--- config.mk ---
export PLATFORM = sky130hd
export DESIGN_NAME = mul_div_unit
export DESIGN_NICKNAME = d
export VERILOG_FILES = /design/src/rtl/mdu_pkg.sv /design/src/rtl/mdu_sign_adjust.sv /design/src/rtl/mul_div_unit.sv
export SDC_FILE = /design/constraint.sdc
export NUM_CORES = 1
export LEC_CHECK = 0
export ABC_CLOCK_PERIOD_IN_PS = 9110
export BUFFER_PORTS_ARGS = -buffer_cell sky130_fd_sc_hd__buf_2
export CORE_ASPECT_RATIO = 1.25
export CORE_MARGIN = 1.5
export CORE_UTILIZATION = 45
export DETAILED_ROUTE_END_ITERATION = 6
export PLACE_DENSITY = 0.7
export SETUP_SLACK_MARGIN = 0.15
export SLEW_MARGIN = 40
export SYNTH_ARGS = -nofsm -noshare
export SYNTH_HDL_FRONTEND = slang
export SYNTH_SLANG_ARGS = --single-unit
--- constraint.sdc ---
create_clock -name clk -period 9.11 [get_ports clk]
set_clock_uncertainty 0.2 [all_clocks]
set_input_delay 0.911 -clock clk [delete_from_list [all_inputs] [get_ports clk]]
set_output_delay 0.911 -clock clk [all_outputs]
set_load 0.01 [all_outputs]
--- src/rtl/mdu_pkg.sv ---
// Shared encodings for the iterative multiply/divide unit.
// Op codes follow the MULT/MULTU/DIV/DIVU decode from the instruction.
package mdu_pkg;

  localparam int MDU_XLEN = 32;

  localparam logic [1:0] MDU_MULT  = 2'b00;
  localparam logic [1:0] MDU_MULTU = 2'b01;
  localparam logic [1:0] MDU_DIV   = 2'b10;
  localparam logic [1:0] MDU_DIVU  = 2'b11;

  typedef enum logic [1:0] {
    IDLE   = 2'd0,
    RUN    = 2'd1,
    FINISH = 2'd2
  } mdu_state_t;

endpackage

--- src/rtl/mdu_sign_adjust.sv ---
// Conditional two's-complement: result = negate ? -value : value.
// Used both for operand magnitudes and for final sign correction.
module mdu_sign_adjust #(
  parameter int W = 32
) (
  input  logic [W-1:0] value,
  input  logic         negate,
  output logic [W-1:0] result
);

  assign result = negate ? (~value + {{(W-1){1'b0}}, 1'b1}) : value;

endmodule

--- src/rtl/mul_div_unit.sv ---
// Iterative radix-2 MULT/MULTU/DIV/DIVU unit holding the HI/LO registers.
// start in IDLE -> 32 RUN steps -> FINISH writes HI/LO; done pulses the cycle after.
module mul_div_unit
  import mdu_pkg::*;
#(
  parameter int XLEN = MDU_XLEN,
  parameter int ITER = MDU_XLEN
) (
  input  logic            clk,
  input  logic            reset,
  input  logic            start,
  input  logic [1:0]      op,
  input  logic [XLEN-1:0] srcA,
  input  logic [XLEN-1:0] srcB,
  input  logic            we_hi,
  input  logic            we_lo,
  input  logic [XLEN-1:0] wd,
  output logic            busy,
  output logic            done,
  output logic [XLEN-1:0] hi,
  output logic [XLEN-1:0] lo
);

  localparam int CW = $clog2(ITER);
  localparam logic [CW-1:0] LAST = CW'(ITER - 1);

  mdu_state_t state, state_nxt;
  logic            launch, step, finish;

  logic [CW-1:0]     cnt;
  logic [2*XLEN-1:0] acc;
  logic [XLEN-1:0]   addend;
  logic [XLEN-1:0]   a_raw;
  logic              is_div, neg_res, neg_rem, div0;

  logic            in_signed, in_div;
  logic            neg_a, neg_b;
  logic [XLEN-1:0] a_mag, b_mag;

  logic [XLEN:0]     mul_sum;
  logic [XLEN:0]     div_shift, div_diff;
  logic [2*XLEN-1:0] acc_nxt;

  logic [2*XLEN-1:0] prod_adj;
  logic [XLEN-1:0]   quo_adj, rem_adj;

  assign in_signed = (op == MDU_MULT) || (op == MDU_DIV);
  assign in_div    = (op == MDU_DIV)  || (op == MDU_DIVU);
  assign neg_a     = in_signed & srcA[XLEN-1];
  assign neg_b     = in_signed & srcB[XLEN-1];

  mdu_sign_adjust #(.W(XLEN)) u_abs_a (.value(srcA), .negate(neg_a), .result(a_mag));
  mdu_sign_adjust #(.W(XLEN)) u_abs_b (.value(srcB), .negate(neg_b), .result(b_mag));

  mdu_sign_adjust #(.W(2*XLEN)) u_fix_prod (.value(acc), .negate(neg_res), .result(prod_adj));
  mdu_sign_adjust #(.W(XLEN)) u_fix_quo (.value(acc[XLEN-1:0]), .negate(neg_res), .result(quo_adj));
  mdu_sign_adjust #(.W(XLEN)) u_fix_rem (.value(acc[2*XLEN-1:XLEN]), .negate(neg_rem), .result(rem_adj));

  always_ff @(posedge clk or posedge reset) begin
    if (reset) state <= IDLE;
    else       state <= state_nxt;
  end

  always_comb begin
    state_nxt = state;
    launch    = 1'b0;
    step      = 1'b0;
    finish    = 1'b0;
    case (state)
      IDLE: begin
        if (start) begin
          launch    = 1'b1;
          state_nxt = RUN;
        end
      end
      RUN: begin
        step = 1'b1;
        if (cnt == LAST) state_nxt = FINISH;
      end
      FINISH: begin
        finish    = 1'b1;
        state_nxt = IDLE;
      end
      default: state_nxt = IDLE;
    endcase
  end

  assign busy = (state != IDLE);

  // acc is {product high, multiplier} for multiply and {remainder, quotient} for divide.
  always_comb begin
    mul_sum   = {1'b0, acc[2*XLEN-1:XLEN]} + (acc[0] ? {1'b0, addend} : {(XLEN+1){1'b0}});
    div_shift = {acc[2*XLEN-1:XLEN], acc[XLEN-1]};
    div_diff  = div_shift - {1'b0, addend};
    acc_nxt   = {mul_sum, acc[XLEN-1:1]};
    if (is_div) begin
      if (!div_diff[XLEN]) acc_nxt = {div_diff[XLEN-1:0], acc[XLEN-2:0], 1'b1};
      else                 acc_nxt = {div_shift[XLEN-1:0], acc[XLEN-2:0], 1'b0};
    end
  end

  always_ff @(posedge clk or posedge reset) begin
    if (reset) begin
      cnt     <= '0;
      acc     <= '0;
      addend  <= '0;
      a_raw   <= '0;
      is_div  <= 1'b0;
      neg_res <= 1'b0;
      neg_rem <= 1'b0;
      div0    <= 1'b0;
      hi      <= '0;
      lo      <= '0;
      done    <= 1'b0;
    end else begin
      done <= finish;
      if (launch) begin
        cnt     <= '0;
        acc     <= {{XLEN{1'b0}}, (in_div ? a_mag : b_mag)};
        addend  <= in_div ? b_mag : a_mag;
        a_raw   <= srcA;
        is_div  <= in_div;
        neg_res <= neg_a ^ neg_b;
        neg_rem <= neg_a;
        div0    <= in_div && (srcB == '0);
      end else if (state == IDLE) begin
        if (we_hi) hi <= wd;
        if (we_lo) lo <= wd;
      end
      if (step) begin
        cnt <= cnt + 1'b1;
        acc <= acc_nxt;
      end
      if (finish) begin
        if (!is_div) begin
          hi <= prod_adj[2*XLEN-1:XLEN];
          lo <= prod_adj[XLEN-1:0];
        end else if (div0) begin
          hi <= a_raw;
          lo <= '1;
        end else begin
          hi <= rem_adj;
          lo <= quo_adj;
        end
      end
    end
  end

endmodule

Word level (Yosys, flattened, before mapping)
Index checks and enable logic that the tools add are counted.
Storage, ports and cells
  memory bits (read-only): 0
  memory bits (writable): 0
  memories kept: 0
  output and inout bits: 66
  flip-flop bits (word level): 204
  bits in latches: 0
Operators by class
  magnitude comparators: 0
  equality and inequality tests: 8
  divide/modulo/power cells: 0
  multipliers: 0
  bitwise gates (word level): 8
  reduce and logical (&&, ||, !) cells: 14
  $add $sub $neg: 8
  mux-type cells: 33
  shifts and indexed selects: 0
Operator list (number)
  2-to-1 mux 32 bit: 19
  2-to-1 mux 64 bit: 5
  adder 32 x 1 -> 32 bit (second input constant): 4
  NOT 32 bit: 4
  adder 64 x 1 -> 64 bit (second input constant): 1
  NOT 64 bit: 1
  adder 32 x 32 -> 33 bit: 1
  subtractor 33 x 32 -> 33 bit: 1
  zero test 32 bit: 1
  2-to-1 mux 5 bit: 2
  nonzero test 2 bit: 5
  equality test 2 bit (second input constant): 3
  AND reduction 3 bit: 2
  adder 5 x 1 -> 5 bit (second input constant): 1
  equality test 5 bit (second input constant): 1
  zero test 2 bit: 2
  2-to-1 mux 1 bit: 4
  2-to-1 mux 2 bit: 2
  inequality test 2 bit (second input constant): 2
  one-hot mux 2 bit (2 select lines): 1
  bitwise AND 1 bit: 2
  equality test 2 x 1 -> 1 bit (second input constant): 1
  logical OR 1 bit: 2
  inequality test 2 x 1 -> 1 bit (second input constant): 1
  3 further kinds: 3

Longest topological paths before layout
  depth after elaboration: 7
  mapped depth: 14

Modules after synthesis
Synthesis repeated with hierarchy kept, for this count alone.
Second synthesis, totals
  cell total of the unflattened synthesis: 2302
  area total of the unflattened synthesis: 18925.7 µm²
Modules (own cells, without submodules)
  mul_div_unit: cells each 1700, instances 1, area each 14168.6 µm²
  mdu_sign_adjust at u_abs_a ...: cells each 99, instances 4, area each 777.0 µm²
  mdu_sign_adjust at u_fix_prod: cells each 206, instances 1, area each 1649.1 µm²

Worst setup path after synthesis
Ideal clock, no wire load.
  path type: flip-flop to flip-flop
  start point: register acc[32]
  end point: register acc[51]
  path buffers: 1
  period minus slack after synthesis: 3697 ps
  stages on the path, launching flop included: 13
  data required time: 8784 ps
  arrival: 3371 ps
  setup slack: 5413 ps
  cell sequence: dfrtp_1 > clkbuf_1 > inv_1 > fa_1 > nand2b_1 > a21o_1 > a2111oi_0 > or4b_1 > and3_1 > nor4_2 > nor2_2 > mux2_1 > a221o_1
Between the ends
  longest elaborated chain between the ends: 4
Ends and longest elaborated chain
  start, declared: RTL line mul_div_unit.sv:31  | logic [2*XLEN-1:0] acc;
  start signal, assigned: RTL line mul_div_unit.sv:119  | acc <= {{XLEN{1'b0}}, (in_div ? a_mag : b_mag)};
  start signal, assigned: RTL line mul_div_unit.sv:132  | acc <= acc_nxt;
  subtractor 33 x 32 -> 33 bit: RTL line mul_div_unit.sv:94  | div_diff = div_shift - {1'b0, addend};
  2-to-1 mux 64 bit: RTL line mul_div_unit.sv:97  | if (!div_diff[XLEN]) acc_nxt = {div_diff[XLEN-1:0], acc[XLEN-2:0], 1'b1};
  2-to-1 mux 64 bit (*): RTL line mul_div_unit.sv:96  | if (is_div) begin
  2-to-1 mux 64 bit (*): RTL line mul_div_unit.sv:130  | if (step) begin
Mark *: on every way between the ends. The rest lies on a longest branch, timed or not.
A chain may end at the register's enable or synchronous reset.

Worst setup path in the final report
Same ends and word-level chain as after synthesis.

==> summary.txt <==
Die
  – Core outline area: 37360 µm²
  – DIE AREA: a little under 40000 µm²
  – Starting Density: 45.72%
  – FP Rows: 79
  – Die height: 220.8 µm
  – Die Width: 177.3 µm
  – Ports: 169

Route
  – Pre-antenna DRT Iters: 5
  – Routed WL per cell: ~24 µm
  – DR vias: 17650
  – Drt drc: 0
  – Vias/cell: 6.331
  – DRT Wirelength: 65650 µm
  – Initial DRC count: about 2000
  – Routed Antenna Nets: 0

Timing
  – Final setup vio count: 0
  – Tcrit/Tclk final: 53.80%
  – Unrepaired setup endpoints after global routing: no
  – Final Critical Period: 4.901 ns
  – Slew @ Worst Pin: 0.8719 ns
  – Setup TNS Final: 0 ns
  – Fmax: 0.2040 GHz
  – Endpoints failing hold: 0
  – Max-slew violation count: 0
  – Max_slew headroom: 41.81%
  – Final Worst Setup Slack: 4.209 ns

Worst setup path
  – Crit. End Element: flip-flop
  – Startpoint types: flip-flop
  – Reg2Reg Depth: 13
  – CP required: between 9 and 10 ns
  – Crit Path Max Fanout: 14
  – Worst EP arrival: 5.14 ns
  – Reg2reg setup slack: between 4 and 5 ns
  – Worst R2R End: acc[51]
  – Critical path class: reg2reg
  – Reg-to-Reg Start: acc[32]

Synth
  – Share of the yosys chip area belonging to registers: 29.88%
  – Post-synthesis cell type count: 80
  – #FFs+latches synth: 204
  – Avg Cell Area, Syn: 7.681 µm²
  – Area contributors post-synth: dfrtp_1, nand2_1, xnor2_1
  – Top cells by count, synth: nand2_1, dfrtp_1, a21oi_1, nor2_1, o21ai_0
  – Synth async-reset ratio: between 90% and 100%
  – Yosys top cell by area: dfrtp_1
  – Yosys top cell area share: 29.88%
  – Synthesized instance count: 2224
  – Yosys warns: 0
  – Syn_nets: 2399
  – Post-synth top flop: dfrtp_1
  – Number of synthesized flops with an enable pin: 0
  – Mapped Area: between 15000 and 20000 µm²
  – Top-count cell post-synth: nand2_1

Global routing
  – Routing usage on met2: approximately 50%
  – All-Layer GR Usage: 32.98%
  – GRT Residual Overflow: 0
  – Initial antenna violation count: 1
  – First-pass GRT wire length: ~99000 µm
  – Number of global-route vias before repair: 16440
  – GRT Max-Usage Layer: met2
  – Met3 global-route usage: 4.794%
  – Pin count of the biggest net entering global routing: 100
  – Met1 usage: around 43%

Power
  – Maximum vdd drop: 204.5 µV
  – Leak pwr: 8.163 nW
  – Power Density: about 420 nW/µm²

Clock tree
  – CTS max path bufs: 3
  – Post-CTS Hold Fix Bufs: 0
  – CTS sink cnt: about 200
  – Clk pin slew, worst setup/hold paths: 0.07 ns
  – Clock root buffer: clkbuf_16
  – CTS Buf Count: 23
  – Post-CTS sizing: 0
  – CTS H-Tree Depth: 1
  – Post-CTS setup buffer count: 0
  – CTS tree: done
  – Clock Latency Late Sink: approximately 0.56 ns

Run status
  – Status: completed

Worst hold path
  – Type of the tightest min-delay check: reg2reg
  – Hold path start: a_raw[18]
  – Hold path endpoint: a_raw[18]
  – Hold Path Depth: 2

Layout
  – Design Area, Final: between 15000 and 20000 µm²
  – Layout area overhead: 11.28%
  – Number of antenna diodes: 0
  – Fin cells: 2788
  – Share of cells above drive strength 1: 12.08%
  – Fin nets: 2461
  – Fillcell total: 3625

Placed design
  – Dpl cells: about 2700
  – # port buffers: 168
  – Detailed placer's ending HPWL: approximately 50000 µm
  – Post-Place Setup Slack: 4.135 ns
  – Area after DPL: 18170 µm²
  – RePlAce Congestion: a little over 1

Run
  – Max Cap Viol: 0
cell usage in the layout (no fill, tap or decap), drive strengths merged, types with 15 or more instances in the layout:
cell	synthesis	layout
xor2	57	57
ha	70	70
a21oi	179	179
nor3	42	42
o31ai	37	37
or4	19	19
nor2b	19	19
o21ai	223	223
clkbuf	124	30
o21a	15	15
a211oi	52	52
dfrtp	204	204
xnor2	123	123
nand2b	21	21
o211ai	37	37
or3	26	26
nor2	175	175
nand3	40	40
buf	30	191
nor4	18	18
nand2	317	317
inv	78	80
o41ai	18	18
o22ai	48	48
a21o	18	18
a31oi	18	18
mux2i	59	59
layout make-up:
type | instances | area, µm² | area share, %
inverters | 78 | 300.3 | 1.580
flip-flops and latches | 204 | 5110 | 26.88
multi-input cells | 1788 | 11150 | 58.64
well taps | 486 | 608.1 | 3.199
clock buffers | 30 | 641.9 | 3.377
repair buffers | 191 | 1021 | 5.371
clock inverters | 11 | 181.4 | 0.9544
critical path, stage by stage (launching register included):
cell and delay (ns):
dfrtp_1 0.55, inv_1 0.16, fa_1 0.47, nand2b_1 0.18
a21o_1 0.23, a2111oi_1 0.60, or4b_1 0.28, and3_1 0.23
nor4_2 0.06, buf_4 0.20, nor2_2 0.56, buf_4 0.39
mux2_1 0.36, a221o_1 0.31
metrics by stage:
stage / util (%) / hold WS, ns / total power, W
floorplan: - / 0.2369 / 0.005373
global placement: 48.56 / 0.2563 / 0.006733
detailed placement: 48.63 / 0.2556 / 0.006838
CTS: 50.83 / 0.2696 / 0.007890
global route: 50.88 / 0.3002 / 0.008577
finish: 50.88 / 0.2663 / 0.008020
power breakdown:
part	internal [W]	total, W	switching [W]
logic	0.00197	0.00504	0.00307
registers	0.00136	0.00195	0.000590
clock network	0.000615	0.00103	0.000418
total	0.00394	0.00802	0.00408
flip-flops by register name (all words and copies together) (netlist names):
| name | flops |
|---|---|
| is_div | 1 |
| a_raw | 32 |
| neg_res | 1 |
| cnt | 5 |
| hi | 32 |
| lo | 32 |
| acc | 64 |
| addend | 32 |
| done | 1 |
| state | 2 |
| div0 | 1 |
| neg_rem | 1 |
worst max path at each step:
| stage | endpoint | from |
|---|---|---|
| floorplan | a_raw[0] | reset |
| global placement | acc[51] | acc[32] |
| detailed placement | acc[51] | acc[32] |
| CTS | acc[51] | acc[32] |
| global route | acc[51] | acc[32] |
| finish | acc[51] | acc[32] |
per-layer routing:
metal | vias up | share of wire, %
met5 | - | 0.017
met4 | 2 | 7.6
met3 | 179 | 8.5
met2 | 916 | 44
met1 | 8425 | 40
li1 | 8129 | -
cells by family (layout without fill, tap and decap cells):
logic type	count (synthesis)	after routing	share of synthesized area, %
AO/OA/AOI/OAI	729	729	26.52
buffers and inverters	232	310	5.200
multiplexers	62	62	3.655
adder cells (fa/ha/maj)	72	72	5.361
XOR/XNOR	180	180	9.229
AND/OR/NAND/NOR	745	745	20.15
flip-flops	204	204	29.88
No activity file was read; power rests on OpenSTA's default activity.
